--- src/rtl/wb_pkg.sv ---
// wb_pkg: shared types and constants for the writeback stage
//  wsel_e  : destination-data select encoding (alu, mem, pc, illegal)
//  PSR_*   : {N,Z,P} condition-code encodings, PSR_RST is the reset value
package wb_pkg;
    typedef enum logic [1:0] {WSEL_ALU, WSEL_MEM, WSEL_PC, WSEL_ILL} wsel_e;
    localparam logic [2:0] PSR_N   = 3'b100;
    localparam logic [2:0] PSR_Z   = 3'b010;
    localparam logic [2:0] PSR_P   = 3'b001;
    localparam logic [2:0] PSR_RST = PSR_Z;
endpackage

--- src/rtl/wb_regfile.sv ---
// wb_regfile: NREG x DW register file, one sync write port, NRD async read ports
//  clk, rst          : clock, synchronous active-high reset (clears all registers)
//  we, waddr, wdata  : write port
//  rd_addr, rd_data  : flattened read ports, port i at [i*AW +: AW] / [i*DW +: DW]
module wb_regfile #(
    parameter int DW   = 16,
    parameter int NREG = 8,
    parameter int NRD  = 2,
    localparam int AW  = $clog2(NREG)
) (
    input  logic              clk,
    input  logic              rst,
    input  logic              we,
    input  logic [AW-1:0]     waddr,
    input  logic [DW-1:0]     wdata,
    input  logic [NRD*AW-1:0] rd_addr,
    output logic [NRD*DW-1:0] rd_data
);
    logic [DW-1:0] mem [NREG];

    always_ff @(posedge clk) begin
        if (rst) begin
            for (int k = 0; k < NREG; k++) mem[k] <= '0;
        end else if (we) begin
            mem[waddr] <= wdata;
        end
    end

    genvar i;
    for (i = 0; i < NRD; i++) begin : g_rd
        assign rd_data[i*DW +: DW] = mem[rd_addr[i*AW +: AW]];
    end
endmodule

--- src/rtl/writeback_pipe.sv ---
// writeback_pipe: LC-3 writeback stage with one-entry staging, register file, PSR update
//  clk, rst                  : clock, synchronous active-high reset
//  in_valid/in_ready         : request handshake
//  aluout, memout, pcout     : candidate write data, chosen by w_sel at accept
//  w_sel, we, set_cc, dr     : request control
//  wb_hold                   : stall the staged entry
//  rd_addr/rd_data           : decode-side read ports
//  psr, wb_done, wb_dr       : commit results
//  illegal_sel, retire_cnt   : sticky illegal-select flag, commit counter
//  Option: define WB_BYPASS_EN to forward the staged write data to matching read ports.
module writeback_pipe
    import wb_pkg::*;
#(
    parameter int DW   = 16,
    parameter int NREG = 8,
    parameter int NRD  = 2,
    parameter int CW   = 16,
    localparam int AW  = $clog2(NREG)
) (
    input  logic              clk,
    input  logic              rst,
    input  logic              in_valid,
    output logic              in_ready,
    input  logic [DW-1:0]     aluout,
    input  logic [DW-1:0]     memout,
    input  logic [DW-1:0]     pcout,
    input  logic [1:0]        w_sel,
    input  logic              we,
    input  logic              set_cc,
    input  logic [AW-1:0]     dr,
    input  logic              wb_hold,
    input  logic [NRD*AW-1:0] rd_addr,
    output logic [NRD*DW-1:0] rd_data,
    output logic [2:0]        psr,
    output logic              wb_done,
    output logic [AW-1:0]     wb_dr,
    output logic              illegal_sel,
    output logic [CW-1:0]     retire_cnt
);
    logic              stg_valid, stg_we, stg_cc, stg_ill;
    logic [AW-1:0]     stg_dr;
    logic [DW-1:0]     stg_data, sel_data;
    logic [2:0]        cc_next;
    logic [NRD*DW-1:0] rf_rd;
    logic              commit, accept;
    wsel_e             sel;

    assign sel      = wsel_e'(w_sel);
    assign commit   = stg_valid && !wb_hold;
    assign in_ready = !stg_valid || commit;
    assign accept   = in_valid && in_ready;

    always_comb begin
        sel_data = sel == WSEL_MEM ? memout : sel == WSEL_PC ? pcout : aluout;
        cc_next  = stg_data[DW-1] ? PSR_N : stg_data == '0 ? PSR_Z : PSR_P;
    end

    always_ff @(posedge clk) begin
        if (rst) begin
            stg_valid   <= 1'b0;
            stg_we      <= 1'b0;
            stg_cc      <= 1'b0;
            stg_ill     <= 1'b0;
            stg_dr      <= '0;
            stg_data    <= '0;
            psr         <= PSR_RST;
            wb_done     <= 1'b0;
            wb_dr       <= '0;
            illegal_sel <= 1'b0;
            retire_cnt  <= '0;
        end else begin
            if (accept) begin
                stg_valid <= 1'b1;
                stg_we    <= we;
                stg_cc    <= set_cc;
                stg_ill   <= sel == WSEL_ILL;
                stg_dr    <= dr;
                stg_data  <= sel_data;
            end else if (commit) begin
                stg_valid <= 1'b0;
            end
            wb_done <= commit;
            if (commit) begin
                wb_dr      <= stg_dr;
                retire_cnt <= retire_cnt + CW'(1);
                if (stg_ill) illegal_sel <= 1'b1;
                else if (stg_cc) psr <= cc_next;
            end
        end
    end

    wb_regfile #(.DW(DW), .NREG(NREG), .NRD(NRD)) u_rf (
        .clk     (clk),
        .rst     (rst),
        .we      (commit && stg_we && !stg_ill),
        .waddr   (stg_dr),
        .wdata   (stg_data),
        .rd_addr (rd_addr),
        .rd_data (rf_rd)
    );

`ifdef WB_BYPASS_EN
    // Forward even while held so decode never sees a value older than the staged write.
    genvar i;
    for (i = 0; i < NRD; i++) begin : g_byp
        assign rd_data[i*DW +: DW] =
            (stg_valid && stg_we && !stg_ill && rd_addr[i*AW +: AW] == stg_dr)
                ? stg_data : rf_rd[i*DW +: DW];
    end
`else
    assign rd_data = rf_rd;
`endif
endmodule

--- config.mk ---
export PLATFORM = sky130hd
export DESIGN_NAME = writeback_pipe
export DESIGN_NICKNAME = d
export VERILOG_FILES = /design/src/rtl/wb_pkg.sv /design/src/rtl/wb_regfile.sv /design/src/rtl/writeback_pipe.sv
export SDC_FILE = /design/constraint.sdc
export NUM_CORES = 1
export LEC_CHECK = 0
export BUFFER_PORTS_ARGS = -buffer_cell sky130_fd_sc_hd__buf_2
export CORE_AREA = 10 10 162 164
export CTS_CLUSTER_SIZE = 24
export DETAILED_ROUTE_END_ITERATION = 6
export DIE_AREA = 0 0 172 174
export GPL_ROUTABILITY_DRIVEN = 0
export PLACE_DENSITY = 0.63
export SETUP_SLACK_MARGIN = 0.4
export SLEW_MARGIN = 20
export SYNTH_ARGS = -nofsm -noshare
export SYNTH_HDL_FRONTEND = slang
export SYNTH_SLANG_ARGS = --single-unit
--- constraint.sdc ---
create_clock -name clk -period 2.31 [get_ports clk]
set_input_delay 0 -clock clk [delete_from_list [all_inputs] [get_ports clk]]
set_output_delay 0 -clock clk [all_outputs]
set_load 0.01 [all_outputs]
==> results of run 1 <==
layout make-up:
type / instances / share of cell area (%)
sequential: 175 / 44.0
inverter: 6 / 0.207
tap: 290 / 3.34
clock buffer: 21 / 4.54
multi-input combinational: 454 / 38.1
timing repair buffer: 157 / 8.81
clock inverter: 11 / 1.00
registers in the layout (all words and copies together), names as in the netlist:
signal,count
stg_cc,1
stg_valid,1
u_rf.mem,128
stg_ill,1
stg_dr,3
psr,3
wb_done,1
stg_data,16
illegal_sel,1
retire_cnt,16
stg_we,1
wb_dr,3
critical path: stages (launching register included):
cell,delay [ns]
dfxtp_4,0.38
nand2b_4,0.08
or4_4,0.61
nor3_4,0.26
or2_4,0.24
kinds of logic after synthesis:
logic type | count (synthesis)
fa+ha+maj | 1
flops | 175
buf+inv | 52
mux | 131
xor+xnor | 10
simple gates | 256
compound gates | 53
timing repair:
| item | 4_1_cts | 5_1_grt |
|---|---|---|
| endpoints found under the hold margin | 11 | 0 |
| setup buffers | 0 | 4 |
| resized for setup | 8 | 5 |
| setup endpoints to repair | 133 | 81 |
| hold buffers | 16 | 0 |
| gates cloned | 1 | 2 |
| pin swaps | 2 | 3 |
path summary, 6_finish.rpt:
kind                            slack (ns)  cells past startpoint  startpoint              to
worst max-delay path                  0.43                      4   stg_valid  u_rf.mem[1][7]
worst min-delay path                  0.01                      5   memout[8]     stg_data[8]
worst max register to register        0.43                      4   stg_valid  u_rf.mem[1][7]
worst min register to register        0.46                      2    wb_dr[2]        wb_dr[2]
power by group through the flow:
stage	Sequential (W)	Combinational (W)	Clock, W
after floorplan	0.00359	0.000501	0
after global placement	0.00365	0.000744	0
after detailed placement	0.00366	0.000747	0
after CTS	0.00359	0.000780	0.00290
after global routing	0.00361	0.000847	0.00304
final	0.00359	0.000776	0.00285
per-layer routing:
layer / vias to the layer above / wire length (µm) / global-route usage (%)
li1: 2799 / - / -
met1: 2787 / 10100 / 21.1
met2: 218 / 10300 / 22.5
met3: 19 / 1480 / 3.40
met4: 0 / 242 / 4.35
met5: - / 0 / 0
cell usage in the layout (no fill, tap or decap), types with 2 or more instances in the layout:
master,n
nor2_1,19
buf_2,121
and3_1,2
clkbuf_16,19
a21oi_1,32
xor2_1,3
edfxtp_1,128
nor3_1,3
inv_6,3
nor2_4,6
xnor2_1,7
or4_4,2
mux4_2,64
buf_4,16
or2_4,11
and2_2,8
nor4_1,7
inv_1,6
mux2i_1,17
nor2b_1,2
a31o_2,2
clkinv_4,3
buf_12,3
nor3_4,2
mux2_2,50
and2_1,121
inv_8,3
nand2_1,56
nand2b_1,3
dfxtp_1,46
nand4_1,6
nand3_1,4
dlygate4sd3_1,16
o211ai_1,16
through the flow:
stage	instance area (µm²)	power, W
2_1_floorplan	9110	0.00410
5_1_grt	10900	0.00749
4_1_cts	10800	0.00727
6_report	10900	0.00722
3_5_place_dp	10000	0.00441
3_3_place_gp	10000	0.00440
==> flow_summary.toml, run 1 <==
[synthesis]
ys_types = 44
synth_edf_count = 128
synthXorXnorAreaFrac_pct = 0.962
synth_compound_area_share_pct = 3.49
async_flop_share_pct = 0
synth_mux_area_share_pct = 23.9
synth_top_family_by_area = "multiplexers"
syn_avg_cell_area_um2 = 13.4
synthFlopType = "edfxtp_1"
yosys.area.top_type = "edfxtp_1"
syn_area_um2 = 9110
synth.most_common_cell = "edfxtp_1"
synth-seq-area-share_pct = 52.5
synth_fa_ha_area_share_pct = 0.137
synthTopCellsByArea = "edfxtp_1, mux4_2, dfxtp_1, and2_1, mux2_2"
synth_simple_gate_area_share_pct = 16.4
yosys_warnings = 0
syn-num-nets = 744
yosysTopAreaCellShare_pct = 42.2
netlist_top_cells_count = "edfxtp_1, and2_1, mux4_2"
ys_seq_elements = 175
syn_inst = 678

[sta]
hold_viol = 0
min_period_over_period_pct = 81.3
tns_ns = 0
slew_headroom_pct = 48.0
setup_viol = 0
maxSlewViolCount = 0
finalWorstSetupSlack_ns = 0.432
period_needed_ns = 1.88
rsz0062_at_grt = "true"
holdWs_ns = 0.0135
fin_worst_skew_ns = 0.0137
timing.fmax_ghz = 0.533
worst_pin_slew_ns = 0.779

[pwr]
irDropWorstVdd_mv = 0.552
p_int_w = 0.00549
pwr_density_cell_nw_per_um2 = 664
clkPwrFrac_pct = 39.5
p_switching_w = 0.00173
swShare_pct = 24.0
power_frac_seq_pct = 49.7
leakagePower_nw = 4.15
comb_power_share_pct = 10.8

[job]
maxCapViolCount = 0

[drt]
vias = 5823
vias_per_cell = 5.23
drtPass1Iterations = 5
drt-initial-drc-count = 323
final_antenna_net_count = 0
wirelength_um = 22000
drc = 0
wire_per_inst_um = 19.8

[cts]
cts.clk_slew.worst_paths_ns = 0.07
clockBufferDepth = 2
cts.sinks = 175
cts_root_buffer = "clkbuf_16"
clk_latency_ns = 0.43
tritoncts = "done"
numCtsBuffers = 17
h-tree-depth = 4

[setup_path]
start_kind = "register"
worst_setup_path_end_kind = "register"
arrival_ns = 2.00
crit_type = "register to register"
required_ns = 2.43
cp_max_fo = 8

[place]
dpl_worst_slack_ns = 0.210
dp_hpwl_um = 15700
io_buffers = 121
dpl.cell_count = 1059

[global_route]
grt_pass1_vias = 6037
grt_overflow = 0
antenna_found_initial = 0
grt_pass1_wl_um = 34800
grt_usage_pct = 15.0
grt_max_degree = 59

[final_layout]
final_util_pct = 47.0
drive_above_1_share_pct = 38.8
area_growth_pct = 19.3
fin_cells = 1114
multiInputGateArea_um2 = 4140
fillers = 2044
nets = 877
seqCellArea_um2 = 4790
n_antenna_cell = 0

[status]
outcome = "finished clean"

[worst_hold_path]
hold_class = "input pin to register"

[floorplan]
die_h_um = 174
die_x_um = 172
dieArea_um2 = 29900
core_um2 = 23100
rows = 56
pin_count = 122
start_util_pct = 39.4
Power figures use the tool's default switching activity.
==> run 2, diff against run 1 <==
--- a/config.mk
+++ b/config.mk
@@ -5,13 +5,14 @@
 export SDC_FILE = /design/constraint.sdc
 export NUM_CORES = 1
 export LEC_CHECK = 0
+export ABC_AREA = 1
 export BUFFER_PORTS_ARGS = -buffer_cell sky130_fd_sc_hd__buf_2
 export CORE_AREA = 10 10 162 164
 export CTS_CLUSTER_SIZE = 24
 export DETAILED_ROUTE_END_ITERATION = 6
 export DIE_AREA = 0 0 172 174
 export GPL_ROUTABILITY_DRIVEN = 0
-export PLACE_DENSITY = 0.63
+export PLACE_DENSITY = 0.64
 export SETUP_SLACK_MARGIN = 0.4
 export SLEW_MARGIN = 20
 export SYNTH_ARGS = -nofsm -noshare
==> constraint.sdc (replaced) <==
create_clock -name clk -period 1.56 [get_ports clk]
set_input_delay 0 -clock clk [delete_from_list [all_inputs] [get_ports clk]]
set_output_delay 0 -clock clk [all_outputs]
set_load 0.01 [all_outputs]
==> flow_summary.toml, run 2 <==
[pwr]
pwr_density_cell_nw_per_um2 = 835
clkPwrFrac_pct = 35.5
p_int_w = 0.00802
p_switching_w = 0.00344
power_frac_seq_pct = 46.1
irDropWorstVdd_mv = 0.756
leakagePower_nw = 5.17
comb_power_share_pct = 18.4
swShare_pct = 30.0

[sta]
maxSlewViolCount = 0
holdWs_ns = 0.0939
min_period_over_period_pct = 103
timing.fmax_ghz = 0.625
hold_viol = 0
tns_ns = -1.04
slew_headroom_pct = 68.5
fin_worst_skew_ns = 0.0122
rsz0062_at_grt = "true"
setup_viol = 80
worst_pin_slew_ns = 0.473
finalWorstSetupSlack_ns = -0.0394
period_needed_ns = 1.60

[synthesis]
ys_seq_elements = 175
yosysTopAreaCellShare_pct = 42.4
syn_avg_cell_area_um2 = 8.18
synth_top_family_by_area = "compound AO/OA/AOI/OAI gates"
synth_mux_area_share_pct = 0
synth.most_common_cell = "nor2_1"
netlist_top_cells_count = "nor2_1, o21ai_0, nand2_1"
ys_types = 30
syn-num-nets = 1173
syn_inst = 1107
synthXorXnorAreaFrac_pct = 0.0967
synth_simple_gate_area_share_pct = 18.7
yosys_warnings = 0
async_flop_share_pct = 0
synth-seq-area-share_pct = 52.8
synthTopCellsByArea = "edfxtp_1, o21ai_0, dfxtp_1, nor2_1, a21oi_1"
syn_area_um2 = 9050
synth_fa_ha_area_share_pct = 0.138
yosys.area.top_type = "edfxtp_1"
synthFlopType = "edfxtp_1"
synth_compound_area_share_pct = 20.5
synth_edf_count = 128

[floorplan]
start_util_pct = 39.2
pin_count = 122
die_h_um = 174
rows = 56
dieArea_um2 = 29900
die_x_um = 172
core_um2 = 23100

[place]
dpl.cell_count = 1497
dp_hpwl_um = 19600
postPlaceCellArea_um2 = 10300
io_buffers = 121

[drt]
vias_per_cell = 5.57
vias = 9140
wirelength_um = 33700
final_antenna_net_count = 0
drt-initial-drc-count = 1072
drc = 0
wire_per_inst_um = 20.5
drtPass1Iterations = 5

[final_layout]
mostFrequentLayoutCells = "edfxtp_1, nand2_1, nor2_4"
fillers = 1877
nets = 1403
area_growth_pct = 51.6
top_regs = "u_rf.mem x128, retire_cnt x16, stg_data x16"
fin_cells = 1642
drive_above_1_share_pct = 38.7
largest_reg_flops = 128
final_common_cell = "edfxtp_1"
regMostFlops = "u_rf.mem"
stdcell_area_um2 = 13700

[worst_hold_path]
hold_class = "input pin to register"

[setup_path]
path_cells = "inv_1, nand3_4, nor2_8, buf_12, nand2_8, clkbuf_16, nor2_4"
worst_setup_path_end_kind = "register"
crit_type = "register to register"
cp_slowest_cell = "dfxtp_1"
arrival_ns = 1.90
slowest_delay_ns = 0.32
cp_max_fo = 8
start_kind = "register"
required_ns = 1.86

[cts]
cts.clk_slew.worst_paths_ns = 0.08
clockBufferDepth = 2
h-tree-depth = 4
cts.sinks = 175
clk_latency_ns = 0.44
cts_root_buffer = "clkbuf_16"
numCtsBuffers = 17
tritoncts = "done"

[global_route]
grt_pass1_vias = 8699
grt_max_degree = 65
grt_usage_pct = 20.7
grt_pass1_wl_um = 48100
grt_overflow = 0
antenna_found_initial = 2

[job]
maxCapViolCount = 0

[status]
violations = "setup timing"
outcome = "finished, violations left"
run 2: changes by cell type in the layout (fill, tap and decap cells not counted), sizes merged, moves of 64 or more:
cell / change
inv: +73
buf: +66
nand2: +112
and2: -129
nor2: +200
mux4: -64
a21oi: +85
o21ai: +221
run 2: layer usage:
layer	wire length [µm]	global-route usage (%)
met5	0	0
met4	1260	8.66
met3	3230	5.01
met2	16300	33.2
met1	12900	25.8
run 2: cells by family after synthesis:
logic type,after synthesis
and+or+nand+nor,406
xor gates and xnor gates,1
DFF,175
adders and majority gates,1
buffers and inverters,164
AOI/OAI and AO/OA,360
run 2: power by group through the flow:
| stage | combinational (W) | clock [W] | sequential, W |
|---|---|---|---|
| finish | 0.00211 | 0.00407 | 0.00528 |
| global route | 0.00226 | 0.00430 | 0.00529 |
| CTS | 0.00173 | 0.00409 | 0.00526 |
| detailed placement | 0.00147 | 0 | 0.00536 |
| global placement | 0.00146 | 0 | 0.00535 |
| floorplan | 0.000842 | 0 | 0.00532 |
run 2: through the flow:
stage                     utilization, %  total power [W]  setup slack, ns
after floorplan                        -          0.00616           0.0610
after global placement              44.4          0.00681           0.0969
after detailed placement            44.4          0.00683           0.0746
after CTS                           52.3           0.0111           0.0545
after global routing                59.4           0.0119          -0.0893
final                               59.4           0.0115          -0.0394
run 2: area by class of cell:
class / instances / area, µm² / area share (%)
multi-input cells: 776 / 5140 / 37.4
flip-flops and latches: 175 / 4800 / 34.9
repair buffers: 269 / 2480 / 18.1
clock buffers: 17 / 425 / 3.10
inverters: 95 / 372 / 2.71
well taps: 290 / 363 / 2.64
clock inverters: 15 / 126 / 0.921
repair inverters: 3 / 22.5 / 0.164
diodes: 2 / 5.00 / 0.0365
run 2: critical path, delay by kind of cell (launching register included):
family,cells,cell delay (ns)
buf+inv,3,0.57
flops,1,0.32
simple gates,4,0.55
run 2: worst paths after layout:
check | from | slack [ns] | cells after the start | endpoint
worst max register to register | stg_ill | -0.04 | 7 | u_rf.mem[5][0]
worst max-delay path | stg_ill | -0.04 | 7 | u_rf.mem[5][0]
worst min-delay path | wb_hold | 0.09 | 5 | stg_valid
worst min register to register | retire_cnt[10] | 0.48 | 2 | retire_cnt[10]
run 2: repair_timing:
item	in CTS	in global routing
hold buffers	57	0
resized for setup	166	389
endpoints found under the hold margin	30	0
endpoints found under the setup margin	319	332
buffers inserted	11	23
cloned	10	10
pin swaps	37	49
